### config.mk
export PLATFORM = sky130hd
export DESIGN_NAME = layer_sequencer_flat
export DESIGN_NICKNAME = d
export VERILOG_FILES = /design/src/rtl/layer_sequencer_if.sv /design/src/rtl/layer_sequencer.sv /design/src/flat_wrapper.sv
export SDC_FILE = /design/constraint.sdc
export NUM_CORES = 1
export LEC_CHECK = 0
export ABC_CLOCK_PERIOD_IN_PS = 8220
export CAP_MARGIN = 20
export CORE_ASPECT_RATIO = 2
export CORE_MARGIN = 4
export CORE_UTILIZATION = 40
export CTS_CLUSTER_SIZE = 12
export DETAILED_ROUTE_END_ITERATION = 8
export SYNTH_ARGS = -nofsm -noshare
export SYNTH_HDL_FRONTEND = slang
export SYNTH_SLANG_ARGS = --single-unit
### constraint.sdc
create_clock -name clk -period 8.22 [get_ports clk]
set_input_delay 1.233 -clock clk [delete_from_list [all_inputs] [get_ports clk]]
set_output_delay 1.233 -clock clk [all_outputs]
set_load 0.01 [all_outputs]
### src/rtl/layer_sequencer_if.sv
// -----------------------------------------------------------------------------
// layer_sequencer_if
// Bundles the command, configuration and handshake signals between the layer
// sequencer and its surroundings (host, config table, weight memory, conv unit).
//   master : drives start/abort/config/valids, observes the state broadcast
//   slave  : the sequencer itself
// Signals:
//   start, abort                 run control from the host
//   num_layers_in                layer count minus one, latched on start
//   cfg_weight_words_in          weight words for layer layer_idx_out
//   cfg_out_pixels_in            output pixels for layer layer_idx_out
//   weight_valid_in              one weight word accepted by weight memory
//   mac_valid_in                 one output pixel produced by the conv unit
//   current_state, state_rst     state broadcast and new-state pulse
//   layer_idx_out                current layer index
//   weight_load_en, calc_en      phase enables
//   busy, done                   run status
// -----------------------------------------------------------------------------
interface layer_sequencer_if #(
    parameter int STATE_WIDTH     = 3,
    parameter int LAYER_IDX_WIDTH = 3,
    parameter int CNT_WIDTH       = 16
);
    logic                       start;
    logic                       abort;
    logic [LAYER_IDX_WIDTH-1:0] num_layers_in;
    logic [CNT_WIDTH-1:0]       cfg_weight_words_in;
    logic [CNT_WIDTH-1:0]       cfg_out_pixels_in;
    logic                       weight_valid_in;
    logic                       mac_valid_in;
    logic [STATE_WIDTH-1:0]     current_state;
    logic                       state_rst;
    logic [LAYER_IDX_WIDTH-1:0] layer_idx_out;
    logic                       weight_load_en;
    logic                       calc_en;
    logic                       busy;
    logic                       done;

    modport master (
        output start, abort, num_layers_in, cfg_weight_words_in, cfg_out_pixels_in,
               weight_valid_in, mac_valid_in,
        input  current_state, state_rst, layer_idx_out, weight_load_en, calc_en,
               busy, done
    );

    modport slave (
        input  start, abort, num_layers_in, cfg_weight_words_in, cfg_out_pixels_in,
               weight_valid_in, mac_valid_in,
        output current_state, state_rst, layer_idx_out, weight_load_en, calc_en,
               busy, done
    );
endinterface

### src/rtl/layer_sequencer.sv
// -----------------------------------------------------------------------------
// layer_sequencer
// Layer-level controller for the CNN accelerator. One start runs
// num_layers_in+1 layers; each layer goes CFG -> LOAD -> CALC -> DRAIN -> NEXT,
// and DONE is held for one cycle after the last layer.
// Ports:
//   clk   : rising-edge clock
//   rstn  : synchronous active-low reset
//   bus   : layer_sequencer_if.slave (command, config, valids, state outputs)
// All outputs are registers loaded from the next-state value, so they change
// only on the clock edge and line up with current_state.
// -----------------------------------------------------------------------------
module layer_sequencer #(
    parameter int STATE_WIDTH     = 3,
    parameter int LAYER_IDX_WIDTH = 3,
    parameter int CNT_WIDTH       = 16,
    parameter int DRAIN_CYCLES    = 4
) (
    input  logic               clk,
    input  logic               rstn,
    layer_sequencer_if.slave   bus
);
    typedef enum logic [STATE_WIDTH-1:0] {
        ST_IDLE  = STATE_WIDTH'(0),
        ST_CFG   = STATE_WIDTH'(1),
        ST_LOAD  = STATE_WIDTH'(2),
        ST_CALC  = STATE_WIDTH'(3),
        ST_DRAIN = STATE_WIDTH'(4),
        ST_NEXT  = STATE_WIDTH'(5),
        ST_DONE  = STATE_WIDTH'(6)
    } state_t;

    localparam int DRAIN_W = (DRAIN_CYCLES > 1) ? $clog2(DRAIN_CYCLES) : 1;
    localparam logic [DRAIN_W-1:0] DRAIN_LAST = DRAIN_W'(DRAIN_CYCLES - 1);

    state_t                     state_reg, state_next;
    logic [LAYER_IDX_WIDTH-1:0] layer_idx_reg, layer_idx_next;
    logic [LAYER_IDX_WIDTH-1:0] num_layers_reg, num_layers_next;
    logic [CNT_WIDTH-1:0]       words_reg, words_next;
    logic [CNT_WIDTH-1:0]       pixels_reg, pixels_next;
    logic [CNT_WIDTH-1:0]       wcnt_reg, wcnt_next, wcnt_inc;
    logic [CNT_WIDTH-1:0]       pcnt_reg, pcnt_next, pcnt_inc;
    logic [DRAIN_W-1:0]         drain_cnt_reg, drain_cnt_next;

    logic state_rst_reg;
    logic weight_load_en_reg;
    logic calc_en_reg;
    logic busy_reg;
    logic done_reg;

    always_comb begin
        state_next      = state_reg;
        layer_idx_next  = layer_idx_reg;
        num_layers_next = num_layers_reg;
        words_next      = words_reg;
        pixels_next     = pixels_reg;
        wcnt_next       = wcnt_reg;
        pcnt_next       = pcnt_reg;
        drain_cnt_next  = '0;
        // Targets are compared against the post-increment value so a
        // full-scale target never needs the counter to wrap.
        wcnt_inc        = wcnt_reg + 1'b1;
        pcnt_inc        = pcnt_reg + 1'b1;

        case (state_reg)
            ST_IDLE: begin
                // abort in IDLE blocks a simultaneous start
                if (bus.start && !bus.abort) begin
                    num_layers_next = bus.num_layers_in;
                    layer_idx_next  = '0;
                    state_next      = ST_CFG;
                end
            end
            ST_CFG: begin
                words_next  = bus.cfg_weight_words_in;
                pixels_next = bus.cfg_out_pixels_in;
                wcnt_next   = '0;
                pcnt_next   = '0;
                state_next  = (bus.cfg_weight_words_in == '0) ? ST_CALC : ST_LOAD;
            end
            ST_LOAD: begin
                if (bus.weight_valid_in) begin
                    wcnt_next = wcnt_inc;
                    if (wcnt_inc == words_reg)
                        state_next = (pixels_reg == '0) ? ST_DRAIN : ST_CALC;
                end
            end
            ST_CALC: begin
                // A zero pixel target is already met: spend one cycle in CALC.
                if (pixels_reg == '0) begin
                    state_next = ST_DRAIN;
                end else if (bus.mac_valid_in) begin
                    pcnt_next = pcnt_inc;
                    if (pcnt_inc == pixels_reg)
                        state_next = ST_DRAIN;
                end
            end
            ST_DRAIN: begin
                if (drain_cnt_reg == DRAIN_LAST)
                    state_next = ST_NEXT;
                else
                    drain_cnt_next = drain_cnt_reg + 1'b1;
            end
            ST_NEXT: begin
                if (layer_idx_reg == num_layers_reg) begin
                    state_next = ST_DONE;
                end else begin
                    layer_idx_next = layer_idx_reg + 1'b1;
                    state_next     = ST_CFG;
                end
            end
            ST_DONE: state_next = ST_IDLE;
            default: state_next = ST_IDLE;   // unused code 7 recovers to IDLE
        endcase

        if (bus.abort && (state_reg != ST_IDLE)) begin
            state_next     = ST_IDLE;
            layer_idx_next = '0;
            wcnt_next      = '0;
            pcnt_next      = '0;
            drain_cnt_next = '0;
        end
    end

    always_ff @(posedge clk) begin
        if (!rstn) begin
            state_reg          <= ST_IDLE;
            layer_idx_reg      <= '0;
            num_layers_reg     <= '0;
            words_reg          <= '0;
            pixels_reg         <= '0;
            wcnt_reg           <= '0;
            pcnt_reg           <= '0;
            drain_cnt_reg      <= '0;
            state_rst_reg      <= 1'b0;
            weight_load_en_reg <= 1'b0;
            calc_en_reg        <= 1'b0;
            busy_reg           <= 1'b0;
            done_reg           <= 1'b0;
        end else begin
            state_reg          <= state_next;
            layer_idx_reg      <= layer_idx_next;
            num_layers_reg     <= num_layers_next;
            words_reg          <= words_next;
            pixels_reg         <= pixels_next;
            wcnt_reg           <= wcnt_next;
            pcnt_reg           <= pcnt_next;
            drain_cnt_reg      <= drain_cnt_next;
            state_rst_reg      <= (state_next != state_reg);
            weight_load_en_reg <= (state_next == ST_LOAD);
            calc_en_reg        <= (state_next == ST_CALC);
            busy_reg           <= (state_next != ST_IDLE);
            done_reg           <= (state_next == ST_DONE);
        end
    end

    assign bus.current_state  = state_reg;
    assign bus.state_rst      = state_rst_reg;
    assign bus.layer_idx_out  = layer_idx_reg;
    assign bus.weight_load_en = weight_load_en_reg;
    assign bus.calc_en        = calc_en_reg;
    assign bus.busy           = busy_reg;
    assign bus.done           = done_reg;
endmodule

### src/flat_wrapper.sv
// flat-port wrapper written by rule: the top's interface ports become plain ports
module layer_sequencer_flat 
#(
    parameter int STATE_WIDTH     = 3,
    parameter int LAYER_IDX_WIDTH = 3,
    parameter int CNT_WIDTH       = 16,
    parameter int DRAIN_CYCLES    = 4
)
  (clk, rstn, bus_start, bus_abort, bus_num_layers_in, bus_cfg_weight_words_in, bus_cfg_out_pixels_in, bus_weight_valid_in, bus_mac_valid_in, bus_current_state, bus_state_rst, bus_layer_idx_out, bus_weight_load_en, bus_calc_en, bus_busy, bus_done);
  layer_sequencer_if #(.STATE_WIDTH(STATE_WIDTH), .LAYER_IDX_WIDTH(LAYER_IDX_WIDTH), .CNT_WIDTH(CNT_WIDTH)) bus_i ();
  input  logic clk;
  input  logic rstn;
  input wire logic [$bits(bus_i.start)-1:0] bus_start;
  input wire logic [$bits(bus_i.abort)-1:0] bus_abort;
  input wire logic [$bits(bus_i.num_layers_in)-1:0] bus_num_layers_in;
  input wire logic [$bits(bus_i.cfg_weight_words_in)-1:0] bus_cfg_weight_words_in;
  input wire logic [$bits(bus_i.cfg_out_pixels_in)-1:0] bus_cfg_out_pixels_in;
  input wire logic [$bits(bus_i.weight_valid_in)-1:0] bus_weight_valid_in;
  input wire logic [$bits(bus_i.mac_valid_in)-1:0] bus_mac_valid_in;
  output wire logic [$bits(bus_i.current_state)-1:0] bus_current_state;
  output wire logic [$bits(bus_i.state_rst)-1:0] bus_state_rst;
  output wire logic [$bits(bus_i.layer_idx_out)-1:0] bus_layer_idx_out;
  output wire logic [$bits(bus_i.weight_load_en)-1:0] bus_weight_load_en;
  output wire logic [$bits(bus_i.calc_en)-1:0] bus_calc_en;
  output wire logic [$bits(bus_i.busy)-1:0] bus_busy;
  output wire logic [$bits(bus_i.done)-1:0] bus_done;
  assign bus_i.start = bus_start;
  assign bus_i.abort = bus_abort;
  assign bus_i.num_layers_in = bus_num_layers_in;
  assign bus_i.cfg_weight_words_in = bus_cfg_weight_words_in;
  assign bus_i.cfg_out_pixels_in = bus_cfg_out_pixels_in;
  assign bus_i.weight_valid_in = bus_weight_valid_in;
  assign bus_i.mac_valid_in = bus_mac_valid_in;
  assign bus_current_state = bus_i.current_state;
  assign bus_state_rst = bus_i.state_rst;
  assign bus_layer_idx_out = bus_i.layer_idx_out;
  assign bus_weight_load_en = bus_i.weight_load_en;
  assign bus_calc_en = bus_i.calc_en;
  assign bus_busy = bus_i.busy;
  assign bus_done = bus_i.done;
  layer_sequencer #(.STATE_WIDTH(STATE_WIDTH), .LAYER_IDX_WIDTH(LAYER_IDX_WIDTH), .CNT_WIDTH(CNT_WIDTH), .DRAIN_CYCLES(DRAIN_CYCLES)) u_core (.clk(clk), .rstn(rstn), .bus(bus_i));
endmodule
# Word level (Yosys, flattened, before mapping)
# Cells that the tools add are included.
# op_classes
n_addsub	4
reduce_logical	17
shift	0
div_mod_pow	0
n_mux	20
order_cmp	0
n_mul	0
eq_ne	18
n_bitwise	2
# ops
cell	n
$pmux W16 S2	2
$mux W16	3
$mux W3	12
$add A16 B1 Y16 const B	2
$eq A16 B16 Y1	2
$logic_not A16 Y1	2
$pmux W3 S6	1
$eq A3 B2 Y1 const B	4
$eq A3 B3 Y1 const B	3
$ne A2 B2 Y1 const B	4
$pmux W3 S2	1
$reduce_and A3 Y1	2
$reduce_bool A2 Y1	3
$reduce_bool A3 Y1	2
$reduce_and A2 Y1	2
$reduce_or A4 Y1	1
$add A3 B1 Y3 const B	1
$eq A3 B1 Y1 const B	1
$eq A3 B3 Y1	1
$logic_not A3 Y1	1
$ne A3 B3 Y1	1
$add A2 B1 Y2 const B	1
$eq A2 B2 Y1 const B	1
$logic_and A1 B1 Y1	2
5 further kinds	6
# word_totals
output_inout_bits	11
rom_bits	0
memories	0
regBits	80
ramBits	0
latch_bits	0

# Depth between registers and ports, before layout
# Gate-level depths: netlist of the first run.
# depth
depth_word	8
depth_mapped	10
ltp_nobuf	9

# Worst setup path before layout of the first run
# Ideal clock, no wire load.
# synth_timing
path_kind	input to register
from	in bus_weight_valid_in
to	reg u_core.weight_load_en_reg (netlist: u_core.bus.weight_load_en)
path_slack_ns	5.458
setup_time_ns	0.117
path_buffers	0
arrival_ns	2.646
path_stages	7
path_cell_list	o2111ai_1 -> nor2_1 -> or4b_1 -> and4bb_2 -> a21boi_0 -> o21bai_1 -> and3b_2
# synth_via
elab_chain_cells	4
# synth_rtl
item	line	rtl
from (decl)	flat_wrapper.sv:18	input wire logic [$bits(bus_i.weight_valid_in)-1:0] bus_weight_valid_in;
$mux W3	layer_sequencer.sv:82	if (bus.weight_valid_in) begin
$pmux W3 S6	layer_sequencer.sv:65	case (state_reg)
$mux W3	layer_sequencer.sv:116	if (bus.abort && (state_reg != ST_IDLE)) begin
$eq A3 B2 Y1	layer_sequencer.sv:150	weight_load_en_reg <= (state_next == ST_LOAD);
to (signal assigned)	layer_sequencer.sv:150	
to (decl)	layer_sequencer.sv:46	logic weight_load_en_reg;
# Every way passes these cells.
# A chain may end at the register's enable or synchronous reset.

# Worst setup path in the final report of the first run
# layout_timing
from	reg u_core.wcnt_reg[0]
to	reg u_core.weight_load_en_reg (netlist: u_core.bus.weight_load_en)
# layout_via
elab_chain_cells	7
# layout_rtl
item	line	rtl
from (decl)	layer_sequencer.sv:41	logic [CNT_WIDTH-1:0] wcnt_reg, wcnt_next, wcnt_inc;
from (signal assigned)	layer_sequencer.sv:146	wcnt_reg <= wcnt_next;
$add A16 B1 Y16	layer_sequencer.sv:62	wcnt_inc = wcnt_reg + 1'b1;
$eq A16 B16 Y1	layer_sequencer.sv:84	if (wcnt_inc == words_reg)
$mux W3	layer_sequencer.sv:84	
$mux W3	layer_sequencer.sv:82	
$pmux W3 S6	layer_sequencer.sv:65	
$mux W3	layer_sequencer.sv:116	
$eq A3 B2 Y1	layer_sequencer.sv:150	
# Every way passes these cells.

==> results of run 1 <==
==> kinds of logic (layout without fill, tap and decap cells) <==
kind of cell / count (synthesis) / in the layout / share of synthesized area (%)
adders and majority gates: 4 / 4 / 1.08
AOI/OAI and AO/OA: 136 / 136 / 18.8
xor gates and xnor gates: 45 / 45 / 8.84
muxes: 6 / 6 / 1.36
and+or+nand+nor: 285 / 285 / 31.1
buffers and inverters: 47 / 80 / 4.15
DFF: 80 / 80 / 34.7
==> worst max-delay path, cell delays in order (launching register included) <==
cell and delay, ns:
dfxtp_1 0.48, ha_1 0.33, nand4_1 0.31, nor3_1 0.51
mux2i_1 0.38, nand4_1 0.14, and4bb_2 0.37, a21boi_0 0.12
o21bai_1 0.29, and3b_2 0.24
==> metal layers <==
layer / global-route usage (%) / part of all wire, % / up-vias
met2: 42.8 / 59 / 102
met5: 0 / 0 / -
met4: 14.1 / 5.8 / 0
met3: 2.43 / 2.2 / 50
li1: - / - / 2184
met1: 17.0 / 33 / 2106
==> final timing paths <==
kind	startpoint	end	depth (start not counted)	slack, ns
hold reg to reg	u_core.drain_cnt_reg[0]	u_core.drain_cnt_reg[0]	1	0.42
hold / removal	u_core.drain_cnt_reg[0]	u_core.drain_cnt_reg[0]	1	0.42
setup / recovery	u_core.wcnt_reg[0]	u_core.bus.weight_load_en	9	4.94
setup reg to reg	u_core.wcnt_reg[0]	u_core.bus.weight_load_en	9	4.94
==> final cells by class <==
type | count | area, um2
fillers | 1169 | 5780
multi-input cells | 476 | 2830
flip-flops and latches | 80 | 1600
repair buffers | 55 | 541
clock buffers | 10 | 229
well taps | 142 | 178
clock inverters | 6 | 92.6
inverters | 9 | 33.8
==> cell usage in the layout, fill, tap and decap left out, types with 8 or more instances in the layout <==
| cell | Yosys | routed |
|---|---|---|
| nand2_1 | 104 | 104 |
| dfxtp_1 | 80 | 80 |
| nor2_1 | 55 | 55 |
| clkdlybuf4s50_1 | 0 | 51 |
| a21oi_1 | 37 | 37 |
| a21boi_0 | 35 | 35 |
| o21ai_0 | 32 | 32 |
| xnor2_1 | 27 | 27 |
| nand3_1 | 19 | 19 |
| nor4_1 | 17 | 17 |
| xor2_1 | 17 | 17 |
| nor3_1 | 15 | 14 |
| nand4_1 | 13 | 13 |
| clkbuf_16 | 0 | 9 |
| inv_1 | 8 | 8 |
| and3_1 | 8 | 8 |
==> through the flow <==
step	setup slack [ns]	utilization [%]	instance area (um2)
CTS	4.98	48.7	5500
global placement	4.79	45.9	5180
global route	4.72	48.7	5500
detailed placement	4.73	45.9	5180
finish	4.94	48.7	5500
floorplan	5.46	-	4610
==> power breakdown <==
group	switching [uW]	internal, uW	total [uW]	leakage (uW)
Sequential	15.1	401	416	0.000647
Combinational	75.2	60.0	135	0.00109
Clock	170	268	438	0.000149
Total	260	728	989	0.00189
==> impl_metrics.json, run 1 <==
{
  "status": "completed",
  "initial_utilization_pct": 40.9,
  "syn_to_final_growth_pct": 19.2,
  "yosysSeqAreaShare_pct": 34.7,
  "post_cts_resize_count": 0,
  "first_iter_violations": 138,
  "worstSetupStartpointType": "flip-flop",
  "synthMostInstantiatedCell": "nand2_1",
  "maxCapViolCount": 0,
  "tritoncts": "yes",
  "syn_nets": 648,
  "fin_crit_sh_pct": 39.9,
  "grt_max_degree": 40,
  "dr.pass1.iters": 5,
  "synth_cell_types": 63,
  "fin_tns_setup_ns": 0,
  "clock-sinks": 80,
  "cts_hold_buf": 0,
  "die_w_um": 83.9,
  "required_ns": 8.46,
  "fin_worst_skew_ns": 0.00822,
  "vias": 4442,
  "synth_commonest_cells": "nand2_1, dfxtp_1, nor2_1",
  "clk_pin_slew_ns": 0.07,
  "num_rows": 55,
  "rsz0062_at_grt": "no",
  "synth-edff-count": 0,
  "drc": 0,
  "grt_use_total_pct": 20.6,
  "routed_wl_mm": 13.8,
  "syn_area_um2": 4610,
  "clk_latency_ns": 0.34,
  "avgSynthCellArea_um2": 7.65,
  "layout.nets": 676,
  "clockBufferDepth": 2,
  "die_h_um": 160,
  "total_power_uw": 989,
  "hold_violations": 0,
  "synth-seq-cells": 80,
  "cts-root-buf": "clkbuf_16",
  "grt_pass1_vias": 4500,
  "ant_nets": 0,
  "setup_viol": 0,
  "cp-end-kind": "flip-flop",
  "htreeDepth": 3,
  "power_leakage_uw": 0.00189,
  "path_max_fanout": 7,
  "gp_congestion": 0.977,
  "netlist.area_leader.share_pct": 34.7,
  "ys_top_cells_by_area": "dfxtp_1, nand2_1, a21boi_0, xnor2_1, nor2_1",
  "min_period_ns": 3.28,
  "ios": 52,
  "worst_pin_slew_ns": 0.738,
  "post_cts_buffers": 0,
  "portBuffers": 51,
  "yosys.area.top_type": "dfxtp_1",
  "drv_slew": 0,
  "synth_cells": 603,
  "dp_hpwl_mm": 10.4,
  "cts_inserted_buffers": 9,
  "whs_ns": 0.421,
  "yosysWarnings": 0,
  "async_flop_share_pct": 0,
  "p_per_area_nw_per_um2": 180,
  "dpl.cell_count": 762,
  "synth_flop_cell": "dfxtp_1",
  "diodes": 0,
  "antenna_found_initial": 0,
  "core_area_um2": 11300,
  "slew_headroom_pct": 50.8,
  "clock.fmax_mhz": 305,
  "worstPathArrival_ns": 3.52,
  "viasPerCell": 5.71,
  "overflow": 0,
  "crit_type": "reg2reg",
  "grt_pass1_wl_mm": 22.0,
  "drive_gt1_share_pct": 5.66,
  "vdd_drop_max_mv": 0.110,
  "hp-class": "reg2reg",
  "final_cells": 778,
  "die_area_um2": 13400,
  "detail_route.wl_per_cell_um": 17.7
}
(Power assumes the default switching activity.)
==> run 2, diff against run 1 <==
--- a/config.mk
+++ b/config.mk
@@ -5,7 +5,7 @@
 export SDC_FILE = /design/constraint.sdc
 export NUM_CORES = 1
 export LEC_CHECK = 0
-export ABC_CLOCK_PERIOD_IN_PS = 8220
+export ABC_CLOCK_PERIOD_IN_PS = 3350
 export CAP_MARGIN = 20
 export CORE_ASPECT_RATIO = 2
 export CORE_MARGIN = 4
==> constraint.sdc (replaced) <==
create_clock -name clk -period 3.35 [get_ports clk]
set_input_delay 0.5025 -clock clk [delete_from_list [all_inputs] [get_ports clk]]
set_output_delay 0.5025 -clock clk [all_outputs]
set_load 0.01 [all_outputs]
==> impl_metrics.json, run 2 (synthesis gave the netlist of run 1 again) <==
{
  "status": "completed",
  "drv_slew": 0,
  "first_iter_violations": 239,
  "die_w_um": 83.9,
  "clock-sinks": 80,
  "required_ns": 3.58,
  "worstPathArrival_ns": 3.33,
  "post_cts_buffers": 0,
  "hold_violations": 0,
  "clockBufferDepth": 2,
  "endpoint": "u_core.bus.weight_load_en",
  "viasPerCell": 5.77,
  "setup_ws_ns": 0.249,
  "crit_type": "reg2reg",
  "top_layer": "met4",
  "portBuffers": 51,
  "worstSetupStartpointType": "flip-flop",
  "routed_wl_mm": 14.1,
  "overflow": 0,
  "clk_latency_ns": 0.34,
  "final_area_um2": 5580,
  "htreeDepth": 3,
  "antenna_found_initial": 0,
  "r2r_slack_ns": 0.25,
  "grt_pass1_wl_mm": 22.7,
  "met1_length_mm": 4.55,
  "setup_viol": 0,
  "clk_pin_slew_ns": 0.06,
  "fin_worst_skew_ns": 0.00761,
  "dp_hpwl_mm": 10.8,
  "diodes": 0,
  "rr_startpoint": "u_core.pcnt_reg[0]",
  "initial_utilization_pct": 40.9,
  "slew_headroom_pct": 60.0,
  "fillers": 1124,
  "detail_route.wl_per_cell_um": 18.0,
  "cts_hold_buf": 0,
  "hp-start": "u_core.drain_cnt_reg[0]",
  "path_cells": "ha_1 > nand3_2 > nor4_1 > xnor2_1 > a2111o_1 > nor4_4 > o21ai_0 > o21bai_1 > and3b_2",
  "rr_worst_depth": 9,
  "wl_met2_mm": 8.05,
  "layout_common_cells": "nand2_1, dfxtp_1, nor2_1, clkdlybuf4s50_1, a21oi_1",
  "grt_pass1_vias": 4533,
  "cp-end-kind": "flip-flop",
  "ant_nets": 0,
  "die_h_um": 160,
  "power_leakage_uw": 0.00195,
  "maxCapViolCount": 0,
  "cts-root-buf": "clkbuf_16",
  "gp_congestion": 0.938,
  "tritoncts": "yes",
  "num_rows": 55,
  "dr.pass1.iters": 5,
  "postPlaceCellArea_um2": 5260,
  "critPathSlowestCell": "nor4_1",
  "vias": 4538,
  "vdd_drop_max_mv": 0.264,
  "r2r-end": "u_core.bus.weight_load_en",
  "grt_max_degree": 39,
  "path_max_fanout": 7,
  "grt_use_total_pct": 21.5,
  "cp-startpoint": "u_core.pcnt_reg[0]",
  "fin_crit_sh_pct": 92.6,
  "drive_gt1_share_pct": 7.13,
  "die_area_um2": 13400,
  "post_cts_resize_count": 0,
  "cp_slowest_stage_delay_ns": 0.48,
  "worst_pin_slew_ns": 0.593,
  "rsz0062_at_grt": "no",
  "fin_tns_setup_ns": 0,
  "layout_commonest_cell": "nand2_1",
  "place_ws_ns": 0.277,
  "p_per_area_nw_per_um2": 436,
  "whs_ns": 0.420,
  "cts_inserted_buffers": 9,
  "core_area_um2": 11300,
  "clock.fmax_mhz": 322,
  "ios": 52,
  "hp-class": "reg2reg",
  "drc": 0,
  "syn_to_final_growth_pct": 20.8,
  "wl_met3_um": 462,
  "min_period_ns": 3.10,
  "layout.nets": 686
}
[run 2: per-layer routing]
metal / track usage, % / up-vias
met4: 16.0 / 0
met5: 0 / -
met2: 42.3 / 151
met1: 18.3 / 2112
met3: 3.77 / 67
li1: - / 2208
[run 2: report_power, final]
part | internal [uW] | switching, uW | total, uW
Sequential | 983 | 37.2 | 1020
Combinational | 154 | 186 | 340
Clock | 669 | 400 | 1070
Total | 1810 | 623 | 2430
[run 2: worst min-delay path by stage]
stage                                          to  slack, ns  cells after the start
after floorplan           u_core.drain_cnt_reg[0]       0.40                      1
after global placement    u_core.drain_cnt_reg[0]       0.41                      1
after detailed placement  u_core.drain_cnt_reg[0]       0.42                      1
after CTS                 u_core.drain_cnt_reg[0]       0.42                      1
after global routing      u_core.drain_cnt_reg[0]       0.46                      1
final                     u_core.drain_cnt_reg[0]       0.42                      1
[run 2: critical path, delay by kind of cell, from the launching register on]
family,cells,cell delay (ns)
fa+ha+maj,1,0.34
xor+xnor,1,0.13
simple gates,4,1.21
compound gates,3,0.90
flops,1,0.43
[run 2: layout make-up]
class,count,area (um2),share of cell area [%]
Multi-Input combinational cell,476,2830,50.7
Sequential cell,80,1600,28.7
Timing Repair Buffer,65,616,11.0
Clock buffer,10,239,4.29
Tap cell,142,178,3.19
Clock inverter,5,81.3,1.46
Inverter,9,33.8,0.606
[run 2: metrics by stage]
step                instances  power, uW  utilization, %
global placement          772       1380            46.6
global route              787       2530            49.4
detailed placement        772       1380            46.6
CTS                       787       2460            49.4
finish                    787       2430            49.4
floorplan                 603       1220               -
==> run 3, diff against run 2 <==
--- a/config.mk
+++ b/config.mk
@@ -5,7 +5,7 @@
 export SDC_FILE = /design/constraint.sdc
 export NUM_CORES = 1
 export LEC_CHECK = 0
-export ABC_CLOCK_PERIOD_IN_PS = 3350
+export ABC_CLOCK_PERIOD_IN_PS = 2800
 export CAP_MARGIN = 20
 export CORE_ASPECT_RATIO = 2
 export CORE_MARGIN = 4
==> constraint.sdc (replaced) <==
create_clock -name clk -period 2.8 [get_ports clk]
set_input_delay 0.42 -clock clk [delete_from_list [all_inputs] [get_ports clk]]
set_output_delay 0.42 -clock clk [all_outputs]
set_load 0.01 [all_outputs]
==> impl_metrics.json, run 3 (synthesis gave the netlist of run 1 again) <==
{
  "vdd_drop_max_mv": 0.279,
  "dpl.cell_count": 796,
  "hp-start": "u_core.drain_cnt_reg[0]",
  "layout_common_cells": "nand2_1, dfxtp_1, nor2_1, clkdlybuf4s50_1, buf_4",
  "layout.nets": 711,
  "path_max_fanout": 6,
  "ios": 52,
  "cts_inserted_buffers": 9,
  "worstSetupStartpointType": "flip-flop",
  "whs_ns": 0.420,
  "status": "completed",
  "clockBufferDepth": 2,
  "overflow": 0,
  "clock.fmax_mhz": 375,
  "pwr-share-seq_pct": 43.3,
  "maxCapViolCount": 0,
  "worst_pin_slew_ns": 0.582,
  "required_ns": 3.01,
  "initial_utilization_pct": 40.9,
  "tritoncts": "yes",
  "path_cells": "nand4_4 > nor4_1 > buf_4 > nor3_1 > a31oi_2 > nor4_4 > o21ai_0 > o21ai_0 > a311o_1",
  "slew_headroom_pct": 61.2,
  "clock-sinks": 80,
  "critPathSlowestCell": "dfxtp_1",
  "place_ws_ns": -0.000889,
  "cp-end-kind": "flip-flop",
  "r2r-end": "u_core.bus.state_rst",
  "die_h_um": 160,
  "clk_pin_slew_ns": 0.06,
  "portBuffers": 51,
  "routed_wl_mm": 14.7,
  "syn_to_final_growth_pct": 26.0,
  "hold_violations": 0,
  "hp-class": "reg2reg",
  "clkPwrFrac_pct": 41.3,
  "drive_gt1_share_pct": 12.1,
  "setup_viol": 0,
  "worstPathArrival_ns": 2.88,
  "fin_crit_sh_pct": 95.2,
  "endpoint": "u_core.bus.state_rst",
  "r2r_slack_ns": 0.13,
  "rr_worst_depth": 9,
  "cpMostUsedCell": "o21ai_0",
  "vias": 4646,
  "grt_pass1_vias": 4716,
  "viasPerCell": 5.72,
  "p_per_area_nw_per_um2": 483,
  "rr_startpoint": "u_core.pcnt_reg[5]",
  "cp_slowest_stage_delay_ns": 0.47,
  "fillers": 1134,
  "grt_max_degree": 36,
  "cp-startpoint": "u_core.pcnt_reg[5]",
  "clk_latency_ns": 0.34,
  "grt_use_total_pct": 21.8,
  "layout_commonest_cell": "nand2_1",
  "crit_type": "reg2reg",
  "fin_worst_skew_ns": 0.00668,
  "dr.pass1.iters": 5,
  "first_iter_violations": 170,
  "diodes": 0,
  "drv_slew": 0,
  "num_rows": 55,
  "dp_hpwl_mm": 11.2,
  "setup_ws_ns": 0.133,
  "gp_congestion": 0.968,
  "htreeDepth": 3,
  "p_int_uw": 2080,
  "power_leakage_uw": 0.00212,
  "cts_hold_buf": 0,
  "p_sw_share_pct": 25.9,
  "antenna_found_initial": 0,
  "p_comb_share_pct": 15.4,
  "min_period_ns": 2.67,
  "core_area_um2": 11300,
  "grt_pass1_wl_mm": 23.0,
  "die_area_um2": 13400,
  "ant_nets": 0,
  "p_sw_uw": 727,
  "drc": 0,
  "cts-root-buf": "clkbuf_16",
  "detail_route.wl_per_cell_um": 18.1,
  "final_cells": 812,
  "die_w_um": 83.9
}
run 3: layout make-up:
class / instances / area, um2 / share of cell area [%]
tap: 142 / 178 / 3.06
clock inverter: 3 / 42.5 / 0.732
timing repair buffer: 90 / 803 / 13.8
sequential: 80 / 1610 / 27.6
multi-input combinational: 476 / 2900 / 50.0
inverter: 9 / 33.8 / 0.581
clock buffer: 12 / 246 / 4.24
run 3: per-layer routing:
metal	routed length (um)	up-vias	GRT usage [%]
li1	-	2245	-
met1	4790	2224	18.8
met2	8560	113	43.0
met3	380	64	2.99
met4	982	0	16.8
met5	0	-	0
run 3: how the worst min path moves through the flow:
stage	end	slack [ns]	depth (start not counted)
2_1_floorplan	u_core.drain_cnt_reg[0]	0.40	1
3_3_place_gp	u_core.drain_cnt_reg[0]	0.41	1
3_5_place_dp	u_core.drain_cnt_reg[0]	0.42	1
4_1_cts	u_core.drain_cnt_reg[0]	0.42	1
5_1_grt	u_core.drain_cnt_reg[0]	0.45	1
6_report	u_core.drain_cnt_reg[0]	0.42	1
run 3: critical path, delay by kind of cell (launching register included):
| family | cells | cell delay (ns) |
|---|---|---|
| compound gates | 4 | 1.06 |
| simple gates | 4 | 0.82 |
| flops | 1 | 0.47 |
| buf+inv | 1 | 0.19 |
run 3: metrics by stage:
stage | util, % | instance area (um2) | power (uW) | TNS (ns)
2_1_floorplan | - | 4610 | 1460 | 0
3_3_place_gp | 48.2 | 5440 | 1660 | 0
3_5_place_dp | 48.2 | 5440 | 1670 | -0.000889
4_1_cts | 50.8 | 5730 | 2830 | 0
5_1_grt | 51.5 | 5810 | 2930 | -0.00920
6_report | 51.5 | 5810 | 2810 | 0
run 3: what timing repair did:
| action | CTS | global route |
|---|---|---|
| setup buffers | 0 | 1 |
| gates resized for setup | 1 | 17 |
| endpoints found under the setup margin | 1 | 6 |
| pin swaps | 0 | 3 |
run 3: power groups by stage:
stage | registers (uW) | clock network (uW) | logic, uW
after floorplan | 1230 | 0 | 234
after global placement | 1240 | 0 | 420
after detailed placement | 1240 | 0 | 426
after CTS | 1210 | 1190 | 429
after global routing | 1220 | 1240 | 470
final | 1210 | 1160 | 433
